--- config.mk ---
export PLATFORM = sky130hd
export DESIGN_NAME = cpu_run_ctrl_flat
export DESIGN_NICKNAME = d
export VERILOG_FILES = /design/src/rtl/cpu_run_ctrl_if.sv /design/src/rtl/cpu_run_ctrl.sv /design/src/flat_wrapper.sv
export SDC_FILE = /design/constraint.sdc
export NUM_CORES = 1
export LEC_CHECK = 0
export ABC_AREA = 0
export CAP_MARGIN = 40
export CELL_PAD_IN_SITES_DETAIL_PLACEMENT = 0
export CELL_PAD_IN_SITES_GLOBAL_PLACEMENT = 1
export CORE_UTILIZATION = 30
export DETAILED_ROUTE_END_ITERATION = 10
export PLACE_DENSITY_LB_ADDON = 0.1
export SLEW_MARGIN = 10
export SYNTH_ARGS = -nofsm -noshare
export SYNTH_HDL_FRONTEND = slang
export SYNTH_SLANG_ARGS = --single-unit
--- constraint.sdc ---
create_clock -name clk -period 4.78 [get_ports clk]
set_input_delay 1.195 -clock clk [delete_from_list [all_inputs] [get_ports clk]]
set_output_delay 1.195 -clock clk [all_outputs]
set_load 0.05 [all_outputs]
--- src/rtl/cpu_run_ctrl_if.sv ---
// Front-panel / CPU-side signal bundle for the run-control stage.
// The master side drives the divided clock, buttons and halt; the slave side returns the CPU advance controls.
interface cpu_run_ctrl_if #(
  parameter int CNT_W = 32
);
  logic             clk_slow;
  logic             btn_go;
  logic             btn_step;
  logic             halt;
  logic             cpu_en;
  logic [1:0]       state;
  logic [CNT_W-1:0] step_cnt;

  modport master (
    output clk_slow, btn_go, btn_step, halt,
    input  cpu_en, state, step_cnt
  );

  modport slave (
    input  clk_slow, btn_go, btn_step, halt,
    output cpu_en, state, step_cnt
  );
endinterface

--- src/rtl/cpu_run_ctrl.sv ---
// Run/pause/single-step/halt control producing a one-clock CPU advance enable.
// It uses the divided clock clk_slow and debounced front-panel buttons, all in the clk domain.
module cpu_run_ctrl #(
  parameter int DEB_CYCLES = 1_000_000,
  parameter int CNT_W      = 32
) (
  input  logic          clk,
  input  logic          rst_n,
  cpu_run_ctrl_if.slave bus
);

  localparam int                DEB_W    = (DEB_CYCLES > 2) ? $clog2(DEB_CYCLES) : 1;
  localparam logic [DEB_W-1:0]  DEB_LAST = DEB_W'(DEB_CYCLES - 1);

  localparam logic [1:0] ST_PAUSE = 2'd0;
  localparam logic [1:0] ST_RUN   = 2'd1;
  localparam logic [1:0] ST_HALT  = 2'd2;

  // Button index 0 is go, index 1 is step.
  logic [1:0]       raw;
  logic [1:0]       sync_p0;
  logic [1:0]       sync_p1;
  logic [1:0]       level;
  logic [1:0]       level_d;
  logic [1:0]       press;
  logic [DEB_W-1:0] deb_cnt [2];

  logic             slow_q;
  logic             rise;
  logic             go_press;
  logic             step_press;

  logic [1:0]       state_q;
  logic [1:0]       state_nxt;
  logic             cpu_en_q;
  logic             cpu_en_nxt;
  logic [CNT_W-1:0] step_cnt_q;

  assign raw = {bus.btn_step, bus.btn_go};

  // Stage p0/p1: synchronizer, then debounce; press is registered one clock after the accepted rise.
  always_ff @(posedge clk or negedge rst_n) begin
    if (!rst_n) begin
      sync_p0    <= '0;
      sync_p1    <= '0;
      level      <= '0;
      level_d    <= '0;
      press      <= '0;
      deb_cnt[0] <= '0;
      deb_cnt[1] <= '0;
    end else begin
      sync_p0 <= raw;
      sync_p1 <= sync_p0;
      level_d <= level;
      press   <= level & ~level_d;
      for (int i = 0; i < 2; i++) begin
        if (sync_p1[i] == level[i]) begin
          deb_cnt[i] <= '0;
        end else if (deb_cnt[i] == DEB_LAST) begin
          level[i]   <= sync_p1[i];
          deb_cnt[i] <= '0;
        end else begin
          deb_cnt[i] <= deb_cnt[i] + DEB_W'(1);
        end
      end
    end
  end

  assign go_press   = press[0];
  assign step_press = press[1];

  always_ff @(posedge clk or negedge rst_n) begin
    if (!rst_n) begin
      slow_q <= 1'b0;
    end else begin
      slow_q <= bus.clk_slow;
    end
  end

  assign rise = bus.clk_slow & ~slow_q;

  // Halt outranks everything and is sticky; go toggles between pause and run.
  always_comb begin
    state_nxt = state_q;
    if (bus.halt) begin
      state_nxt = ST_HALT;
    end else begin
      case (state_q)
        ST_PAUSE: if (go_press) state_nxt = ST_RUN;
        ST_RUN:   if (go_press) state_nxt = ST_PAUSE;
        ST_HALT:  state_nxt = ST_HALT;
        default:  state_nxt = ST_PAUSE;
      endcase
    end
  end

  // A step coinciding with go in pause is dropped so the transition to run wins.
  always_comb begin
    cpu_en_nxt = !bus.halt &&
                 (((state_q == ST_RUN) && rise) ||
                  ((state_q == ST_PAUSE) && step_press && !go_press));
  end

  always_ff @(posedge clk or negedge rst_n) begin
    if (!rst_n) begin
      state_q    <= ST_PAUSE;
      cpu_en_q   <= 1'b0;
      step_cnt_q <= '0;
    end else begin
      state_q    <= state_nxt;
      cpu_en_q   <= cpu_en_nxt;
      step_cnt_q <= step_cnt_q + CNT_W'(cpu_en_q);
    end
  end

  assign bus.cpu_en   = cpu_en_q;
  assign bus.state    = state_q;
  assign bus.step_cnt = step_cnt_q;

endmodule

--- src/flat_wrapper.sv ---
// flat-port wrapper written by rule: the top's interface ports become plain ports
module cpu_run_ctrl_flat 
#(
  parameter int DEB_CYCLES = 1_000_000,
  parameter int CNT_W      = 32
)
  (clk, rst_n, bus_clk_slow, bus_btn_go, bus_btn_step, bus_halt, bus_cpu_en, bus_state, bus_step_cnt);
  cpu_run_ctrl_if #(.CNT_W(CNT_W)) bus_i ();
  input  logic clk;
  input  logic rst_n;
  input wire logic [$bits(bus_i.clk_slow)-1:0] bus_clk_slow;
  input wire logic [$bits(bus_i.btn_go)-1:0] bus_btn_go;
  input wire logic [$bits(bus_i.btn_step)-1:0] bus_btn_step;
  input wire logic [$bits(bus_i.halt)-1:0] bus_halt;
  output wire logic [$bits(bus_i.cpu_en)-1:0] bus_cpu_en;
  output wire logic [$bits(bus_i.state)-1:0] bus_state;
  output wire logic [$bits(bus_i.step_cnt)-1:0] bus_step_cnt;
  assign bus_i.clk_slow = bus_clk_slow;
  assign bus_i.btn_go = bus_btn_go;
  assign bus_i.btn_step = bus_btn_step;
  assign bus_i.halt = bus_halt;
  assign bus_cpu_en = bus_i.cpu_en;
  assign bus_state = bus_i.state;
  assign bus_step_cnt = bus_i.step_cnt;
  cpu_run_ctrl #(.DEB_CYCLES(DEB_CYCLES), .CNT_W(CNT_W)) u_core (.clk(clk), .rst_n(rst_n), .bus(bus_i));
endmodule
### Word level (Yosys, flattened, before mapping)

Index checks and enable logic that the tools add are counted.

* bits in registers: 86
* input bits: 6

* $add $sub $neg: 3
* equality and inequality tests: 8
* muxes and demuxes: 8
* bitwise operators: 6
* reduce and logical (&&, ||, !) cells: 11

Operators with widths (count)
* two-way mux 20 bit: 4
* adder 20 x 1 -> 20 bit, second input constant: 2
* == test 20 bit, second input constant: 2
* adder 32 x 1 -> 32 bit: 1
* two-way mux 2 bit: 3
* inequality test 3 x 2 -> 1 bit, second input constant: 2
* one-hot mux 2 bit (3 select lines): 1
* AND reduction 2 bit: 3
* logical AND 1 bit: 4
* inverter 1 bit: 3
* AND 2 bit: 1
* == test 1 bit: 2
* == test 2 x 1 -> 1 bit, second input constant: 1
* == test 2 bit, second input constant: 1
* zero test 1 bit: 2
* zero test 2 bit: 1
* inverter 2 bit: 1
* AND 1 bit: 1
* logical OR 1 bit: 1

### Depth between registers and ports, before layout

Gate-level depths: netlist (run 1).

* depth after elaboration: 5
* mapped depth: 6

### Least setup slack after synthesis (run 1)

Ideal clock, no wire load.

* kind: reg-to-reg
* start point: register u_core.cpu_en_q, in the netlist u_core.bus.cpu_en
* end point: register u_core.step_cnt_q[28], in the netlist u_core.bus.step_cnt[28]
* data arrival time: 2234 ps
* required time: 4639 ps
* setup slack: 2404 ps
* cell stages (with the launch flop): 7
* period minus slack after synthesis: 2376 ps
* cell sequence: dfrtp_1 ha_1 ha_1 nand3_1 nor4_1 nand4_1 xnor2_1

* longest elaborated chain between the ends: 1

Ends and longest elaborated chain
* start: declaration: line cpu_run_ctrl.sv:35 `logic cpu_en_q;`
* start signal: assignment: line cpu_run_ctrl.sv:111 `cpu_en_q <= cpu_en_nxt;`
* adder 32 x 1 -> 32 bit: line cpu_run_ctrl.sv:112 `step_cnt_q <= step_cnt_q + CNT_W'(cpu_en_q);`
* end signal: assignment: line cpu_run_ctrl.sv:112
* end: declaration: line cpu_run_ctrl.sv:37 `logic [CNT_W-1:0] step_cnt_q;`

No other way between the ends.
A chain may end at the register's enable or synchronous reset.

### Worst setup path after layout (run 1)

* start point: register u_core.state_q[0], in the netlist u_core.bus.state[0]
* end point: output port bus_state[0]

RTL lines
* start: declaration: line cpu_run_ctrl.sv:33 `logic [1:0] state_q;`
* start signal: assignment: line cpu_run_ctrl.sv:110 `state_q <= state_nxt;`
* end: declaration: line flat_wrapper.sv:16 `output wire logic [$bits(bus_i.state)-1:0] bus_state;`

No word-level cell between the ends.

==> impl_metrics.py, run 1 <==
metrics = {
    "cells_and_area": {
        "synthToLayoutAreaGrowth_pct": 24.6,
        "num-nets-final": 415,
        "drive_gt1_share_pct": 6.83,
        "multiInputGateArea_mm2": 0.00164,
        "antenna_cells": 0,
        "seqCellArea_mm2": 0.00215,
        "fillCellCount": 1276,
    },
    "synth": {
        "yosys-mux-area-fraction_pct": 0.584,
        "synth_xor_area_share_pct": 12.7,
        "synth-seq-cells": 86,
        "yosys.area_share.simple_pct": 23.1,
        "netlist_area_mm2": 0.00386,
        "yosys.area_share.adder_pct": 1.30,
        "synth_top_area_cell": "dfrtp_1",
        "synth_most_common_cell": "dfrtp_1",
        "synthArstFlopShare_pct": 100,
        "synth_cell_types": 34,
        "syn_inst": 355,
        "syn_area_per_cell_um2": 10.9,
        "synth_ff_type": "dfrtp_1",
        "synth-compound-area-share_pct": 4.90,
        "synth_nets": 365,
        "yosysWarnings": 0,
        "netlist.area_leader.share_pct": 55.8,
        "synth_top_family_by_area": "simple AND/OR/NAND/NOR gates",
        "synthTopCellsByCount": "86 x dfrtp_1, 36 x xnor2_1, 33 x nor2_1",
        "seq_area_frac_synth_pct": 55.8,
        "ys_top_cells_by_area": "dfrtp_1 56%, xnor2_1 8.2%, xor2_1 4.5%",
        "synth_edf_count": 0,
    },
    "global_routing": {
        "overflow": 0,
        "grt_usage_pct": 13.7,
        "grt_pass1_vias": 2788,
        "grt_max_degree": 58,
        "antenna_found_initial": 0,
        "grt_pass1_wl_um": 13900,
    },
    "place": {
        "pre_cts_ws_ns": 2.31,
        "place_hpwl_um": 5590,
        "globalplace.congestion": 0.732,
        "portBuffers": 40,
    },
    "setup_path": {
        "critPathTopFamily": "buffers and inverters",
        "cp_cell_sequence": "clkdlybuf4s50_1",
        "crit_buf_inv": 1,
        "startpoint_type": "register",
        "cp-end-kind": "primary output",
        "crit_slowest_cell": "clkdlybuf4s50_1",
        "critPathMaxFanout": 5,
        "worst-setup-path-type": "register to primary output",
        "critPathArrivalTime_ns": 1.62,
        "cp_slowest_stage_delay_ns": 0.85,
        "critPathRequiredTime_ns": 3.59,
    },
    "timing": {
        "holdWs_ns": 0.350,
        "hold_violations": 0,
        "setup_violations": 0,
        "fin_worst_skew_ns": 0.00668,
        "post-route-period-util_pct": 58.8,
        "final.setup.worst_slack_ns": 1.97,
        "rsz0062_at_grt": "false",
        "min_period_ns": 2.81,
        "relSlewSlack_pct": 49.5,
        "tightest_slew_ns": 0.757,
        "finalMaxSlewViolations": 0,
        "fin_setup_tns_ns": 0,
        "clock.fmax_mhz": 356,
    },
    "power_and_ir_drop": {
        "total_leakage_power_uw": 0.00199,
        "vdd_drop_max_uv": 164,
        "powerDensity_mw_per_mm2": 325,
    },
    "cts": {
        "cts_tree": "yes",
        "cts_setup_buffers": 0,
        "path_clk_slew_ns": 0.06,
        "cts_made_buffers": 9,
        "clock_sinks": 86,
        "cts_hold_buf": 0,
        "clk_latency_ns": 0.34,
        "clockBufferDepth": 2,
        "cts_resized": 0,
        "clock-root-buffer": "clkbuf_16",
        "htree_levels": 3,
    },
    "floorplanning": {
        "core_area_mm2": 0.0126,
        "io_pins": 41,
        "die_y_um": 115,
        "die_w_um": 115,
        "dieArea_mm2": 0.0133,
        "fp-row-count": 41,
        "start_util_pct": 30.7,
    },
    "run_status": {
        "status": "completed",
    },
    "detailed_routing": {
        "post_drt_wl_per_cell_um": 14.0,
        "drc": 0,
        "firstDrtPassIters": 4,
        "viasPerCell": 4.79,
        "drtIter0Drc": 106,
        "routed_wl_um": 8160,
        "vias": 2785,
        "detail-route-antenna-nets": 0,
    },
    "job": {
        "drv_cap": 0,
    },
    "worst_hold_path": {
        "min_path_type": "register to register",
    },
}
==> cell families (layout without fill, tap and decap cells) <==
| logic type | after synthesis | after routing |
|---|---|---|
| fa+ha+maj | 4 | 4 |
| xor+xnor | 56 | 56 |
| compound gates | 30 | 30 |
| simple gates | 162 | 162 |
| mux | 2 | 2 |
| flops | 86 | 86 |
| buf+inv | 15 | 70 |
==> per-stage QoR <==
stage	instances	utilization, %	area, um^2	power [uW]
global route	582	38.2	4810	1620
global placement	565	35.5	4470	792
finish	582	38.2	4810	1560
CTS	582	38.2	4810	1590
detailed placement	566	35.6	4470	793
floorplan	355	-	3860	767
==> flip-flops by register name, indices dropped and copies added (netlist names) <==
signal,count
u_core.press,2
u_core.sync_p0,2
u_core.slow_q,1
u_core.bus.step_cnt,32
u_core.sync_p1,2
u_core.level,2
u_core.level_d,2
u_core.bus.cpu_en,1
u_core.bus.state,2
u_core.deb_cnt,40
==> placed cells by master (no fill, tap or decap), drive strengths merged <==
cell type,n
inv,10
nor3,9
ha,4
and4,7
xnor2,36
o31ai,5
buf,5
mux2,2
nand4,22
or4,6
nand4b,1
o21ai,9
a32oi,1
nor2,33
nand4bb,3
nand3,30
nor4,8
or3b,1
nor2b,2
a21o,1
a31o,1
a21oi,13
clkdlybuf4s50,39
clkinv,1
dfrtp,86
bufinv,2
or3,7
and3,9
and2,3
xor2,20
nand2,20
nor4b,1
clkbuf,13
==> layer usage <==
metal	share of wire (%)	global-route usage (%)
met5	0	0
met2	48	21.9
met1	47	17.7
met3	2.9	2.58
met4	1.4	6.75
==> final cells by class <==
type,count,area share (%)
flip-flops and latches,86,44.8
multi-input cells,254,34.1
repair buffers,44,8.85
clock buffers,13,5.62
well taps,172,4.48
clock inverters,3,1.35
inverters,10,0.781
==> worst paths after layout <==
path / depth (start not counted) / from / slack, ns / endpoint
worst max-delay path: 1 / u_core.bus.state[0] / 1.97 / bus_state[0]
worst min-delay path: 0 / u_core.sync_p0[1] / 0.35 / u_core.sync_p1[1]
worst max register to register: 4 / u_core.deb_cnt[12] / 2.53 / u_core.deb_cnt[8]
worst min register to register: 0 / u_core.sync_p0[1] / 0.35 / u_core.sync_p1[1]
max in group asynchronous: 2 / rst_n / 2.96 / u_core.deb_cnt[10]
min in group asynchronous: 1 / rst_n / 0.93 / u_core.bus.step_cnt[14]
==> report_power, final <==
part,switching [uW],internal (uW)
clock network,283,500
logic,26.8,10.1
registers,5.75,734
total,316,1240
Power figures use the tool's default switching activity.
==> run 2, diff against run 1 <==
==> constraint.sdc (replaced) <==
create_clock -name clk -period 2.7 [get_ports clk]
set_input_delay 0.675 -clock clk [delete_from_list [all_inputs] [get_ports clk]]
set_output_delay 0.675 -clock clk [all_outputs]
set_load 0.05 [all_outputs]
==> impl_metrics.py, run 2 (same netlist as run 1, synthesis figures left out) <==
metrics = {
    "timing": {
        "hold_violations": 0,
        "min_period_ns": 2.29,
        "fin_worst_skew_ns": 0.00946,
        "tightest_slew_ns": 0.615,
        "clock.fmax_mhz": 436,
        "setup_violations": 0,
        "finalMaxSlewViolations": 0,
        "fin_setup_tns_ns": 0,
        "relSlewSlack_pct": 58.7,
        "rsz0062_at_grt": "false",
        "post-route-period-util_pct": 84.9,
    },
    "setup_path": {
        "critPathMaxFanout": 5,
        "worst-setup-path-type": "register to primary output",
        "crit_buf_inv": 1,
        "critPathTopFamily": "buffers and inverters",
        "startpoint_type": "register",
        "crit_slowest_cell": "clkdlybuf4s50_1",
        "critPathArrivalTime_ns": 1.62,
        "critPathRequiredTime_ns": 2.03,
        "cp_slowest_stage_delay_ns": 0.85,
        "cp-end-kind": "primary output",
        "cp_cell_sequence": "clkdlybuf4s50_1",
    },
    "global_routing": {
        "grt_max_degree": 36,
        "grt_pass1_vias": 2765,
        "grt_usage_pct": 13.5,
        "antenna_found_initial": 0,
        "overflow": 0,
        "grt_pass1_wl_um": 13900,
    },
    "detailed_routing": {
        "detail-route-antenna-nets": 0,
        "vias": 2792,
        "drc": 0,
        "routed_wl_um": 8070,
        "drtIter0Drc": 137,
        "viasPerCell": 4.79,
        "post_drt_wl_per_cell_um": 13.8,
        "firstDrtPassIters": 4,
    },
    "floorplanning": {
        "die_w_um": 115,
        "io_pins": 41,
        "core_area_mm2": 0.0126,
        "dieArea_mm2": 0.0133,
        "start_util_pct": 30.7,
        "die_y_um": 115,
        "fp-row-count": 41,
    },
    "place": {
        "portBuffers": 40,
        "post_dp_cell_area_mm2": 0.00450,
        "globalplace.congestion": 0.713,
        "place_hpwl_um": 5570,
    },
    "cells_and_area": {
        "largest_register_ff_count": 40,
        "antenna_cells": 0,
        "layout_commonest_cell": "dfrtp_1",
        "layout_common_cells": "86 x dfrtp_1, 39 x clkdlybuf4s50_1, 36 x xnor2_1, 33 x nor2_1, 30 x nand3_1",
        "drive_gt1_share_pct": 7.30,
        "num-nets-final": 417,
        "top_register": "u_core.deb_cnt",
        "design_area_mm2": 0.00482,
        "synthToLayoutAreaGrowth_pct": 25.1,
    },
    "cts": {
        "clock_sinks": 86,
        "clockBufferDepth": 2,
        "cts_hold_buf": 0,
        "clock-root-buffer": "clkbuf_16",
        "cts_made_buffers": 9,
        "path_clk_slew_ns": 0.06,
        "cts_resized": 0,
        "cts_tree": "yes",
        "cts_setup_buffers": 0,
        "htree_levels": 3,
        "clk_latency_ns": 0.34,
    },
    "power_and_ir_drop": {
        "powerDensity_mw_per_mm2": 565,
        "vdd_drop_max_uv": 248,
        "total_leakage_power_uw": 0.00200,
    },
    "run_status": {
        "status": "completed",
    },
    "job": {
        "drv_cap": 0,
    },
    "worst_hold_path": {
        "min_path_type": "primary input to async pin",
    },
}
[run 2: final timing paths]
path / cells after the start / slack (ns) / start / endpoint
worst min-delay path: 1 / 0.26 / rst_n / u_core.bus.step_cnt[13]
worst max-delay path: 1 / 0.41 / u_core.bus.state[0] / bus_state[0]
worst min register to register: 0 / 0.35 / u_core.sync_p0[0] / u_core.sync_p1[0]
max in group asynchronous: 2 / 1.75 / rst_n / u_core.deb_cnt[19]
worst max register to register: 4 / 0.48 / u_core.deb_cnt[12] / u_core.deb_cnt[9]
min in group clk: 0 / 0.35 / u_core.sync_p0[0] / u_core.sync_p1[0]
[run 2: area by class of cell]
cell class,instances,area (um^2)
multi-input cells,254,1640
clock inverters,4,70.1
inverters,10,37.5
repair buffers,46,455
well taps,172,215
fillers,1244,7740
clock buffers,11,253
flip-flops and latches,86,2150
[run 2: per-layer routing]
metal	share of wire, %	global-route usage, %
met1	50	17.7
met2	45	21.5
met3	2.7	2.53
met4	2.0	6.49
met5	0	0
[run 2: per-stage QoR]
| stage | power, uW | utilization (%) | cells | hold slack [ns] | setup WS [ns] |
|---|---|---|---|---|---|
| finish | 2730 | 38.4 | 583 | 0.259 | 0.409 |
| global route | 2830 | 38.4 | 583 | 0.281 | 0.341 |
| CTS | 2780 | 38.4 | 583 | 0.271 | 0.386 |
| detailed placement | 1410 | 35.8 | 568 | 0.335 | 0.450 |
| global placement | 1410 | 35.8 | 568 | 0.334 | 0.485 |
| floorplan | 1360 | - | 355 | 0.331 | 0.324 |
[run 2: where the power goes]
part           switching, uW  internal, uW
Clock                    497           853
Combinational           47.5          20.9
Sequential              9.59          1300
==> variant: new RTL, flow settings as in run 2 <==
`CNT_W` is set to 32 in 3 places; all go to 48.
--- a/src/rtl/cpu_run_ctrl_if.sv
+++ b/src/rtl/cpu_run_ctrl_if.sv
@@ -1,7 +1,7 @@
 // Front-panel / CPU-side signal bundle for the run-control stage.
 // The master side drives the divided clock, buttons and halt; the slave side returns the CPU advance controls.
 interface cpu_run_ctrl_if #(
-  parameter int CNT_W = 32
+  parameter int CNT_W = 48
 );
   logic             clk_slow;
   logic             btn_go;
--- a/src/rtl/cpu_run_ctrl.sv
+++ b/src/rtl/cpu_run_ctrl.sv
@@ -2,7 +2,7 @@
 // It uses the divided clock clk_slow and debounced front-panel buttons, all in the clk domain.
 module cpu_run_ctrl #(
   parameter int DEB_CYCLES = 1_000_000,
-  parameter int CNT_W      = 32
+  parameter int CNT_W      = 48
 ) (
   input  logic          clk,
   input  logic          rst_n,
--- a/src/flat_wrapper.sv
+++ b/src/flat_wrapper.sv
@@ -2,7 +2,7 @@
 module cpu_run_ctrl_flat 
 #(
   parameter int DEB_CYCLES = 1_000_000,
-  parameter int CNT_W      = 32
+  parameter int CNT_W      = 48
 )
   (clk, rst_n, bus_clk_slow, bus_btn_go, bus_btn_step, bus_halt, bus_cpu_en, bus_state, bus_step_cnt);
   cpu_run_ctrl_if #(.CNT_W(CNT_W)) bus_i ();
Ports: changed (resized bus_step_cnt); port bits go from 41 to 57. The function was not compared with the original's and may differ.
==> variant against run 2 <==
Combinational power increased by 11%; sequential cell count is 16 higher; final area grew 24%; synthesized cell count rose by 25%; total power increased by 21%; setup slack worse by 0.091 ns; via count rose by 24%; wire length up 30%; synthesized area increased by 22%; critical path type unchanged; largest cell class unchanged; highest routed layer unchanged.
==> variant: results (changes against run 2) <==
- Sequential area share after synthesis: 0.541 (-0.0169)
- DRT iter0 DRCs: 163 (+19%)
- Max VDD drop: 0.379 mV (+53%)
- Placer Congestion: 0.745 (+4.5%)
- Vias in the first global route: 3489 (+26%)
- CP arrival: 1.71 ns (+0.09 ns)
- Synth unique cells: 38 (+12%)
- Placed inst area: 5580 sq um (+24%)
- Max reg flops: 48 (+20%)
- Leak pwr: 2.52 nW (+26%)
- Post-Layout Cell Count: 725 (+24%)
- Cells after Synth: 443 (+25%)
- Status: finished clean
- Synth top cells by count: 102 x dfrtp_1, 42 x nor2_1, 40 x xor2_1
- Synth Net Count: 453 (+24%)
- Post-DR vias/cell: 4.77 (-0.49%)
- Count of input and output buffers: 56 (+40%)
- Max FO, Critical Path: 6 (+1)
- Setup Skew: 0.00496 ns (-0.00450 ns)
- Routed wire per std cell: 14.5 um (+4.8%)
- Worst R2R Path Depth: 6 (+2)
- Synth area leaders: dfrtp_1 54%, xor2_1 7.4%, xnor2_1 6.7%, nor2_1 3.3%, nand4_1 3.3%
- First-pass GRT wire length: 18.1 mm (+30%)
- Largest net degree at the start of global routing: 44 (+22%)
- Fraction of power spent switching nets: 0.194 (-0.00887)
- Slew margin rel.: 0.578 (-0.00807)
- Placed insts: 709 (+25%)
- Nets: 519 (+24%)
- Share of cells above drive strength 1: 0.0720 (-0.00101)
-- variant: power groups by stage --
| stage | Combinational (mW) | Sequential (mW) | Clock [mW] |
|---|---|---|---|
| after CTS | 0.0811 | 1.55 | 1.73 |
| after global placement | 0.0799 | 1.58 | 0 |
| after floorplan | 0.0228 | 1.58 | 0 |
| after detailed placement | 0.0806 | 1.58 | 0 |
| after global routing | 0.0902 | 1.55 | 1.79 |
| final | 0.0762 | 1.55 | 1.67 |
-- variant: cell type report --
type	instances	area share
well taps	211	0.0443
flip-flops and latches	102	0.428
inverters	12	0.00756
multi-input cells	319	0.348
repair buffers	65	0.107
clock inverters	7	0.0269
clock buffers	9	0.0378
-- variant: path summary, 6_finish.rpt --
| check | slack [ns] | startpoint | end |
|---|---|---|---|
| max | 0.32 | u_core.bus.step_cnt[33] | bus_step_cnt[33] |
| min | 0.29 | rst_n | u_core.bus.step_cnt[13] |
| max reg2reg | 0.52 | u_core.bus.step_cnt[0] | u_core.bus.step_cnt[46] |
| min reg2reg | 0.35 | u_core.sync_p0[1] | u_core.sync_p1[1] |
| max in group asynchronous | 1.69 | rst_n | u_core.deb_cnt[26] |
| min in group clk | 0.35 | u_core.sync_p0[1] | u_core.sync_p1[1] |
-- variant: metal layers --
layer	vias to the layer above	share of wire	track usage
met2	46	0.48	0.232
met4	0	0.0083	0.0336
met3	6	0.032	0.0402
li1	1707	-	-
met1	1696	0.48	0.187
met5	-	0	0
-- variant: cells by family after synthesis --
group / count (synthesis) / synth area share
simple gates: 215 / 0.251
flops: 102 / 0.541
buf+inv: 22 / 0.0191
xor+xnor: 76 / 0.141
fa+ha+maj: 4 / 0.0106
compound gates: 22 / 0.0329
mux: 2 / 0.00477
